## src/rtl/sb_split_ctrl.sv

```systemverilog
// Slave-side split-transaction controller: answers SPLIT while the slave is busy,
// tracks the single outstanding owner and pulses its release bit on completion or watchdog expiry.
module sb_split_ctrl #(
  parameter int SB_NUM_MASTER = 2,
  parameter int SB_RESP_TYPE  = 2,
  parameter int TIMEOUT       = 16,
  parameter int CNT_W         = 5
) (
  input  logic                     clk,
  input  logic                     rst,
  input  logic                     sel,
  input  logic [SB_NUM_MASTER-1:0] sb_masters,
  input  logic                     sb_mastlock,
  input  logic                     slv_busy,
  input  logic                     slv_done,
  output logic [SB_RESP_TYPE-1:0]  sb_resp,
  output logic [SB_NUM_MASTER-1:0] sb_split_ar,
  output logic [SB_NUM_MASTER-1:0] slv_owner,
  output logic                     split_timeout
);

  typedef enum logic [1:0] {IDLE, SPLIT, WAIT, RELEASE} state_t;

  localparam logic [SB_RESP_TYPE-1:0] RESP_OKAY  = SB_RESP_TYPE'(0);
  localparam logic [SB_RESP_TYPE-1:0] RESP_ERROR = SB_RESP_TYPE'(1);
  localparam logic [SB_RESP_TYPE-1:0] RESP_RETRY = SB_RESP_TYPE'(2);
  localparam logic [SB_RESP_TYPE-1:0] RESP_SPLIT = SB_RESP_TYPE'(3);
  localparam logic [CNT_W-1:0]        CNT_LAST   = CNT_W'(TIMEOUT - 1);
  localparam logic [CNT_W-1:0]        CNT_MAX    = '1;

  state_t                     state, state_n;
  logic [CNT_W-1:0]           cnt, cnt_n;
  logic [SB_RESP_TYPE-1:0]    resp_n;
  logic [SB_NUM_MASTER-1:0]   ar_n, owner_n;
  logic                       to_n;
  logic                       legal;
  logic [SB_RESP_TYPE-1:0]    busy_resp;

  assign legal = (sb_masters != '0) && ((sb_masters & (sb_masters - 1'b1)) == '0);

  // Response to a transfer while a split is already outstanding: never split again.
  always_comb begin
    busy_resp = RESP_OKAY;
    if (sel) begin
      if (!legal)        busy_resp = RESP_ERROR;
      else if (slv_busy) busy_resp = RESP_RETRY;
    end
  end

  always_comb begin
    state_n = state;
    cnt_n   = cnt;
    resp_n  = RESP_OKAY;
    ar_n    = '0;
    owner_n = slv_owner;
    to_n    = 1'b0;
    case (state)
      IDLE: begin
        if (sel) begin
          if (!legal)
            resp_n = RESP_ERROR;
          else if (slv_busy && sb_mastlock)
            resp_n = RESP_RETRY;
          else if (slv_busy) begin
            resp_n  = RESP_SPLIT;
            owner_n = sb_masters;
            cnt_n   = '0;
            state_n = SPLIT;
          end
        end
      end
      SPLIT: begin
        resp_n  = busy_resp;
        state_n = WAIT;
      end
      WAIT: begin
        resp_n = busy_resp;
        cnt_n  = (cnt == CNT_MAX) ? cnt : cnt + 1'b1;
        if (slv_done) begin
          ar_n    = slv_owner;
          state_n = RELEASE;
        end else if (cnt == CNT_LAST) begin
          ar_n    = slv_owner;
          to_n    = 1'b1;
          state_n = RELEASE;
        end
      end
      RELEASE: begin
        resp_n  = (sel && slv_busy) ? RESP_RETRY : RESP_OKAY;
        owner_n = '0;
        state_n = IDLE;
      end
      default: state_n = IDLE;
    endcase
  end

  always_ff @(posedge clk) begin
    if (rst) begin
      state         <= IDLE;
      cnt           <= '0;
      sb_resp       <= RESP_OKAY;
      sb_split_ar   <= '0;
      slv_owner     <= '0;
      split_timeout <= 1'b0;
    end else begin
      state         <= state_n;
      cnt           <= cnt_n;
      sb_resp       <= resp_n;
      sb_split_ar   <= ar_n;
      slv_owner     <= owner_n;
      split_timeout <= to_n;
    end
  end

endmodule

```

## config.mk

```make
export PLATFORM = sky130hd
export DESIGN_NAME = sb_split_ctrl
export DESIGN_NICKNAME = d
export VERILOG_FILES = /design/src/rtl/sb_split_ctrl.sv
export SDC_FILE = /design/constraint.sdc
export NUM_CORES = 1
export LEC_CHECK = 0
export CAP_MARGIN = 20
export CORE_UTILIZATION = 40
export CTS_CLUSTER_SIZE = 25
export DETAILED_ROUTE_END_ITERATION = 7
export GPL_TIMING_DRIVEN = 0
export HOLD_SLACK_MARGIN = 0.08
export PLACE_DENSITY_LB_ADDON = 0.12
export SYNTH_ARGS = -nofsm -noshare
export SYNTH_HDL_FRONTEND = slang
export SYNTH_SLANG_ARGS = --single-unit
```

## constraint.sdc

```tcl
create_clock -name clk -period 2.1 [get_ports clk]
set_input_delay 0.42 -clock clk [delete_from_list [all_inputs] [get_ports clk]]
set_output_delay 0.42 -clock clk [all_outputs]
set_load 0.05 [all_outputs]
```

# --- Yosys cells after proc, flatten, opt, wreduce, memory -nomap -nowiden ---
# Cells that the tools add are included.
word_totals:
  in_bits: 8
  mem_bits_ro: 0
  n_memories: 0
  ram_bits: 0
  register_bits: 14
  latch_bits: 0
  word_cells: 65
  out_inout_bits: 7
op_classes:
  reduce_logical: 14
  bitwise_logic: 2
  magnitude_cmp: 0
  muxes: 30
  n_div: 0
  n_mul: 0
  eq_ne: 11
  n_shift: 0
  add_sub_neg: 2
ops:
  columns: ["cell", "count"]
  rows:
  - ["2-bit 2-to-1 mux", 20]
  - ["5-bit 2-to-1 mux", 5]
  - ["2-bit != test (second input constant)", 5]
  - ["5-bit case mux with 2 select lines", 1]
  - ["5-bit AND reduction", 2]
  - ["2-bit case mux with 4 select lines", 1]
  - ["2-bit case mux with 3 select lines", 1]
  - ["6-bit AND reduction", 1]
  - ["2-bit nonzero test", 3]
  - ["5-bit by 1-bit adder with 5-bit output (second input constant)", 1]
  - ["5-bit by 4-bit == test with 1-bit output (second input constant)", 1]
  - ["5-bit == test (second input constant)", 1]
  - ["2-bit == test (second input constant)", 2]
  - ["2-bit zero test", 2]
  - ["2-bit case mux with 2 select lines", 1]
  - ["2-bit OR reduction", 2]
  - ["1-bit logical AND", 3]
  - ["3-bit != test (second input constant)", 1]
  - ["3-bit OR reduction", 1]
  - ["2-bit bitwise AND", 1]
  - ["2-bit by 1-bit == test with 1-bit output (second input constant)", 1]
  - ["2-bit by 1-bit subtractor with 2-bit output (second input constant)", 1]
  - ["1-bit 2-to-1 mux", 1]
  - ["1-bit inverter", 1]

# --- Depth between registers and ports, before layout ---
# Gate-level depths: netlist of the first run.
logic_depth:
  word_depth: 7
  ltp_mapped: 7
  mapped_depth_nobuf: 7

# --- Least setup slack after synthesis of the first run ---
# OpenSTA, ideal clock, no wires.
synth_path:
  kind: "reg2reg"
  start: "register cnt[0]"
  end: "register cnt[2]"
  synth_period_minus_slack_ns: 1.872
  arrival_ns: 1.797
  setup_time_ns: 0.074
  stages_incl_launch_ff: 7
  n_path_buf: 0
  path_slack_ns: 0.228
  required_ns: 2.026
  path_cell_list: "dfxtp_1 > ha_1 > and3_1 > ha_1 > or2b_2 > or4_1 > a31oi_1"
synth_via:
  elab_chain_cells: 3
  word_cells_on_any_way: 6
  classes_between: "1 x add/sub; 2 x eq/ne; 2 x mux; 1 x reduce/logical"
synth_lines:
  columns: ["item", "line_no", "rtl"]
  rows:
  - ["start, declared", "32", "logic [CNT_W-1:0] cnt, cnt_n;"]
  - ["start signal, assigned", "107", "cnt <= cnt_n;"]
  - ["5-bit by 1-bit adder with 5-bit output or 5-bit == test (tied branches)", "78", "cnt_n = (cnt == CNT_MAX) ? cnt : cnt + 1'b1;"]
  - ["5-bit 2-to-1 mux or 2-bit != test (tied branches)", null, null]
  - ["5-bit case mux with 2 select lines or 6-bit AND reduction (tied branches)", null, null]
# Several ways; a longest one is shown, not always the timed one. The select of a mux whose other input is x is not followed.
# A chain may end at the register's enable or synchronous reset.

# --- Worst setup path after layout of the first run ---
# Same ends and word-level chain as after synthesis.

==> qor.csv, run 1 <==
stage,metric,value,unit
sta,clock_skew,0.002888,ns
sta,setup_viol,0,
worst_setup_path,critPathKind,reg -> reg,
detailed_routing,detail_route.wl_per_cell,12.66,um
worst_setup_path,reg2regPathDepth,6,
hold_path,min_path_cells,1,
sta,period_share,93.76,%
floorplanning,core-area,1962,um2
global_route,antenna_found_initial,0,
placement,dp_hpwl,1.349,mm
synth,ys.warnings.count,0,
worst_setup_path,crit_path_end_kind,register,
synth,synth_flop_cell,dfxtp_1,
global_route,grt_overflow_total,0,
finish,multiInputGateArea,501.7,um2
floorplanning,start_util,42.28,%
detailed_routing,drtIter0Drc,13,
worst_setup_path,path_max_fanout,8,
floorplanning,rows,16,
cts,insertion_delay,0.28,ns
synth,yosysSeqAreaShare,33.79,%
power,power.density,745.2,nW/um2
sta,hold_violations,0,
detailed_routing,num_vias,779,
hold_path,worstHoldEndpoint,sb_split_ar[0],
synth,synthCells,97,
global_route,grt_pass1_vias,710,
finish,fin_nets,130,
sta,slew_headroom,65.38,%
cts,cts_tree,built,
placement,gp_congestion,0.7785,
worst_setup_path,reg2reg_slack,0.13,ns
synth,async_reset_ff_share,0,%
placement,port_buffers,14,
detailed_routing,drc,0,
placement,placed_area,1003,um2
cts,cts_buffers,3,
cts,cts_root_buf,clkbuf_4,
floorplanning,die_w,47.54,um
global_route,grt_pass1_wl,2.973,mm
finish,layout-drive-gt1-share,10.43,%
finish,layoutNonFillerInstCount,142,
detailed_routing,wl,1.798,mm
cts,postCtsHoldBufs,0,
floorplanning,die-area,2260,um2
floorplanning,io_pins,15,
synth,synth_nets,111,
finish,filler_cell_count,209,
finish,num_antenna_cells,0,
global_route,grt_max_degree,11,
cts,post_cts_buffers,0,
synth,synth_cell_types,34,
detailed_routing,postRouteAntennaNets,0,
hold_path,hold_start,slv_owner[0],
worst_setup_path,crit_start,cnt[0],
sta,drv_slew,0,
placement,place_inst,138,
power,ir_drop,0.6282,mV
finish,area_growth,25.64,%
worst_setup_path,start_kind,register,
sta,fmax,507.9,MHz
worst_setup_path,critPathArrivalTime,2.19,ns
cts,clkSinkCount,14,
sta,tightest_slew,0.5155,ns
synth,synth_area,829.5,um2
run,max_cap_viol_count,0,
cts,cts_resized,0,
power,leakage,0.3645,nW
outcome,status,completed,
sta,rsz0062_at_grt,false,
cts,ctsLongestPathBuffers,2,
finish,fin_area,1042,um2
synth,synth_edf_count,0,
synth,avgSynthCellArea,8.552,um2
detailed_routing,drt_pass1_iterations,3,
finish,layout_common_cells,"dfxtp_1, clkdlybuf4s50_1, nor2_1, nand3_1, a21oi_1",
worst_setup_path,r2r-start,cnt[0],
floorplanning,dieHeight,47.54,um
cts,h-tree-depth,1,
worst_setup_path,r2r_end,cnt[2],
detailed_routing,via_per_inst,5.486,
sta,min_period,1.969,ns
cts,clkTransAtPathRegs,0.10,ns
worst_setup_path,cp.required,2.32,ns
hold_path,holdCritPathClass,reg -> reg,
finish,seq_area,280.3,um2
synth,synth_seq_cells,14,
global_route,grt_use_total,18.93,%
[metal layers]
layer | vias to the layer above | wire length, um | global-route usage (%)
met3 | 4 | 60 | 5.283
met2 | 14 | 784 | 27.67
met1 | 366 | 927 | 25.06
met4 | 0 | 25 | 10.56
li1 | 395 | - | -
met5 | - | 0 | 0
[power breakdown]
part | internal (mW) | switching [mW] | total, mW
clock network | 0.105 | 0.0970 | 0.202
logic | 0.104 | 0.173 | 0.277
registers | 0.284 | 0.0131 | 0.297
[final cells by class]
type / count / area share, %
Tap cell: 27 / 3.241
Multi-Input combinational cell: 75 / 48.14
Sequential cell: 14 / 26.89
Inverter: 5 / 1.801
Clock buffer: 4 / 3.481
Buffer: 3 / 3.001
Timing Repair Buffer: 14 / 13.45
[logic make-up (layout without fill, tap and decap cells)]
| family | count (synthesis) | after routing | synth area share, % |
|---|---|---|---|
| compound gates | 23 | 23 | 18.40 |
| xor+xnor | 2 | 2 | 2.112 |
| fa+ha+maj | 6 | 6 | 9.050 |
| buf+inv | 8 | 26 | 6.033 |
| flops | 14 | 14 | 33.79 |
| mux | 1 | 1 | 1.357 |
| simple gates | 43 | 43 | 29.26 |
[cell usage after synthesis (2+ instances only)]
cell | instances | area (um2)
nand2_1 | 5 | 18.77
clkbuf_8 | 2 | 27.53
ha_1 | 6 | 75.07
o21ai_0 | 2 | 10.01
a31oi_1 | 4 | 25.02
o2bb2ai_1 | 2 | 17.52
nor3_1 | 4 | 20.02
a211oi_1 | 2 | 15.01
a21oi_1 | 7 | 35.03
o211ai_1 | 2 | 15.01
and2_1 | 2 | 12.51
or4_1 | 2 | 15.01
nor2_1 | 8 | 30.03
nand3b_1 | 2 | 15.01
nand3_1 | 8 | 40.04
inv_1 | 5 | 18.77
dfxtp_1 | 14 | 280.3
nand2b_1 | 2 | 12.51
and3_1 | 2 | 12.51
or2b_2 | 2 | 17.52
[flip-flops by register name, summed over array words and instances, names as in the netlist]
name	flops
cnt	5
sb_resp	2
sb_split_ar	2
slv_owner	2
split_timeout	1
state	2
[through the flow]
step	hold slack (ns)	total power, mW	util, %	setup TNS [ns]	worst slack [ns]
3_3_place_gp	0.4773	0.5776	51.15	-0.1068	-0.05463
2_1_floorplan	0.4729	0.5031	-	0	0.2285
4_1_cts	0.5096	0.7751	53.00	0	0.07631
6_report	0.5056	0.7767	53.13	0	0.1310
5_1_grt	0.5317	0.8200	53.13	0	0.0009803
3_5_place_dp	0.4968	0.5772	51.15	-0.05449	-0.03365
[worst max-delay path by stage]
stage | end | slack, ns | depth (start not counted)
after floorplan | cnt[2] | 0.23 | 6
after global placement | cnt[1] | -0.05 | 5
after detailed placement | cnt[4] | -0.03 | 5
after CTS | cnt[2] | 0.08 | 6
after global routing | cnt[2] | 0.001 | 6
final | cnt[2] | 0.13 | 6
[critical path, stage by stage, from the launching register on]
cell	delay, ns
dfxtp_1	0.37
ha_1	0.23
and3_1	0.20
ha_2	0.22
or2b_2	0.32
or4_1	0.39
a31oi_1	0.16
Note: power is estimated with default switching activity, not from simulation.
==> run 2: changes to the inputs <==
==> constraint.sdc (replaced) <==
create_clock -name clk -period 2.1 [get_ports clk]
set_input_delay 0.525 -clock clk [delete_from_list [all_inputs] [get_ports clk]]
set_output_delay 0.525 -clock clk [all_outputs]
set_load 0.05 [all_outputs]
==> run 2 against run 1 <==
  * Wire length decreased by 0.61%
  * Cell area increased by 0.72%
  * Power about the same
  * Global-route usage unchanged
  * Clock-buffer cell count unchanged
  * First-iteration DRC count decreased by 7.7%
  * Cell count unchanged
  * Core utilization increased by 0.38 points
  * Non-clock buffer count unchanged
  * Register-to-register slack about the same
  * Largest power group unchanged
==> qor.csv, run 2 (same netlist as run 1, synthesis figures left out) <==
stage,metric,value,unit
sta,hold_violations,0,
sta,min_period,1.976,ns
cts,postCtsHoldBufs,0,
sta,rsz0062_at_grt,false,
worst_setup_path,path_cells,clkdlybuf4s50_1,
power,total_power,0.7774,mW
worst_setup_path,critPathMaxStageDelay,0.81,ns
cts,clkSinkCount,14,
run,max_cap_viol_count,0,
worst_setup_path,critPathArrivalTime,1.45,ns
finish,regMostFlops,cnt,
floorplanning,rows,16,
hold_path,hold_start,slv_owner[0],
detailed_routing,via_per_inst,5.500,
cts,cts_tree,built,
sta,fmax,506.0,MHz
sta,period_share,94.10,%
hold_path,holdCritPathClass,reg -> reg,
sta,clock_skew,0.001576,ns
sta,setup_viol,0,
global_route,grt_pass1_wl,2.973,mm
placement,port_buffers,14,
global_route,grt_use_total,18.93,%
worst_setup_path,r2r_end,cnt[2],
worst_setup_path,cp.required,1.57,ns
worst_setup_path,r2r-start,cnt[0],
worst_setup_path,crit_buf_inv,1,
finish,largest_reg_flops,5,
worst_setup_path,reg2regPathDepth,6,
cts,ctsLongestPathBuffers,2,
detailed_routing,detail_route.wl_per_cell,12.58,um
cts,clkTransAtPathRegs,0.09,ns
detailed_routing,drtIter0Drc,12,
power,power.density,740.6,nW/um2
finish,fin_nets,130,
placement,gp_congestion,0.7785,
cts,cts_root_buf,clkbuf_4,
floorplanning,core-area,1962,um2
worst_setup_path,crit_path_end_kind,primary output,
global_route,grt_max_degree,11,
detailed_routing,drt_pass1_iterations,3,
worst_setup_path,reg2reg_slack,0.13,ns
finish,layout_common_cells,"dfxtp_1, clkdlybuf4s50_1, nor2_1, nand3_1, a21oi_1",
sta,tightest_slew,0.4969,ns
power,leakage,0.3702,nW
floorplanning,io_pins,15,
worst_setup_path,crit_path_top_delay_cell,clkdlybuf4s50_1,
global_route,antenna_found_initial,0,
sta,drv_slew,0,
worst_setup_path,path_max_fanout,3,
detailed_routing,num_vias,781,
finish,area_growth,26.55,%
floorplanning,die_w,47.54,um
finish,filler_cell_count,205,
worst_setup_path,critPathKind,reg -> out,
worst_setup_path,critical-path-top-delay-family,buffers and inverters,
floorplanning,die-area,2260,um2
outcome,status,completed,
sta,holdWs,0.5055,ns
floorplanning,dieHeight,47.54,um
detailed_routing,drc,0,
worst_setup_path,start_kind,register,
hold_path,min_path_cells,1,
sta,final.setup.tns,0,ns
cts,insertion_delay,0.28,ns
detailed_routing,postRouteAntennaNets,0,
cts,h-tree-depth,1,
finish,num_antenna_cells,0,
global_route,grt_pass1_vias,710,
placement,dp_hpwl,1.349,mm
sta,slew_headroom,66.77,%
floorplanning,start_util,42.28,%
power,ir_drop,0.6283,mV
detailed_routing,wl,1.787,mm
global_route,grt_overflow_total,0,
hold_path,worstHoldEndpoint,sb_split_ar[0],
finish,layout-drive-gt1-share,11.30,%
cts,cts_buffers,3,
[run 2: cell counts in the layout (fill, tap and decap cells not counted)]
No cell type changed its count.
[run 2: worst max-delay path by stage]
stage | end | cells past startpoint | slack, ns | from
global placement | cnt[1] | 5 | -0.16 | sb_masters[0]
detailed placement | cnt[4] | 5 | -0.14 | sb_masters[0]
floorplan | cnt[2] | 6 | 0.23 | cnt[0]
global route | cnt[2] | 6 | 0.001 | cnt[0]
CTS | cnt[2] | 6 | 0.08 | cnt[0]
finish | slv_owner[1] | 1 | 0.12 | slv_owner[1]
[run 2: routing by layer]
metal  global-route usage [%]  vias up  part of all wire [%]  routed length, um
li1                         -      395                     -                  -
met1                    25.06      368                    51                912
met2                    27.67       14                    44                788
met3                    5.283        4                   3.4                 60
met4                    10.56        0                   1.4                 25
met5                        0        -                     0                  0
[run 2: where the power goes]
part,switching (mW),internal [mW]
Sequential,0.0131,0.284
Combinational,0.173,0.105
Clock,0.0960,0.105
[run 2: final cells by class]
| class | instances | area (um2) | area share (%) |
|---|---|---|---|
| Multi-Input combinational cell | 75 | 509.2 | 48.51 |
| Tap cell | 27 | 33.78 | 3.218 |
| Sequential cell | 14 | 280.3 | 26.70 |
| Inverter | 5 | 18.77 | 1.788 |
| Timing Repair Buffer | 14 | 140.1 | 13.35 |
| Clock buffer | 4 | 36.28 | 3.456 |
| Buffer | 3 | 31.28 | 2.980 |
[run 2: per-stage QoR]
stage          utilization [%]  setup WS (ns)  instance area (um2)  instances
3_5_place_dp             51.15        -0.1387                 1003        138
2_1_floorplan                -         0.2285                829.5         97
4_1_cts                  53.00        0.07631                 1040        142
5_1_grt                  53.51      0.0009803                 1050        142
3_3_place_gp             51.15        -0.1596                 1003        138
6_report                 53.51         0.1239                 1050        142
[run 2: what timing repair did]
action	4_1_cts	5_1_grt
setup buffers	0	0
resized for setup	0	2
endpoints found under the setup margin	0	4
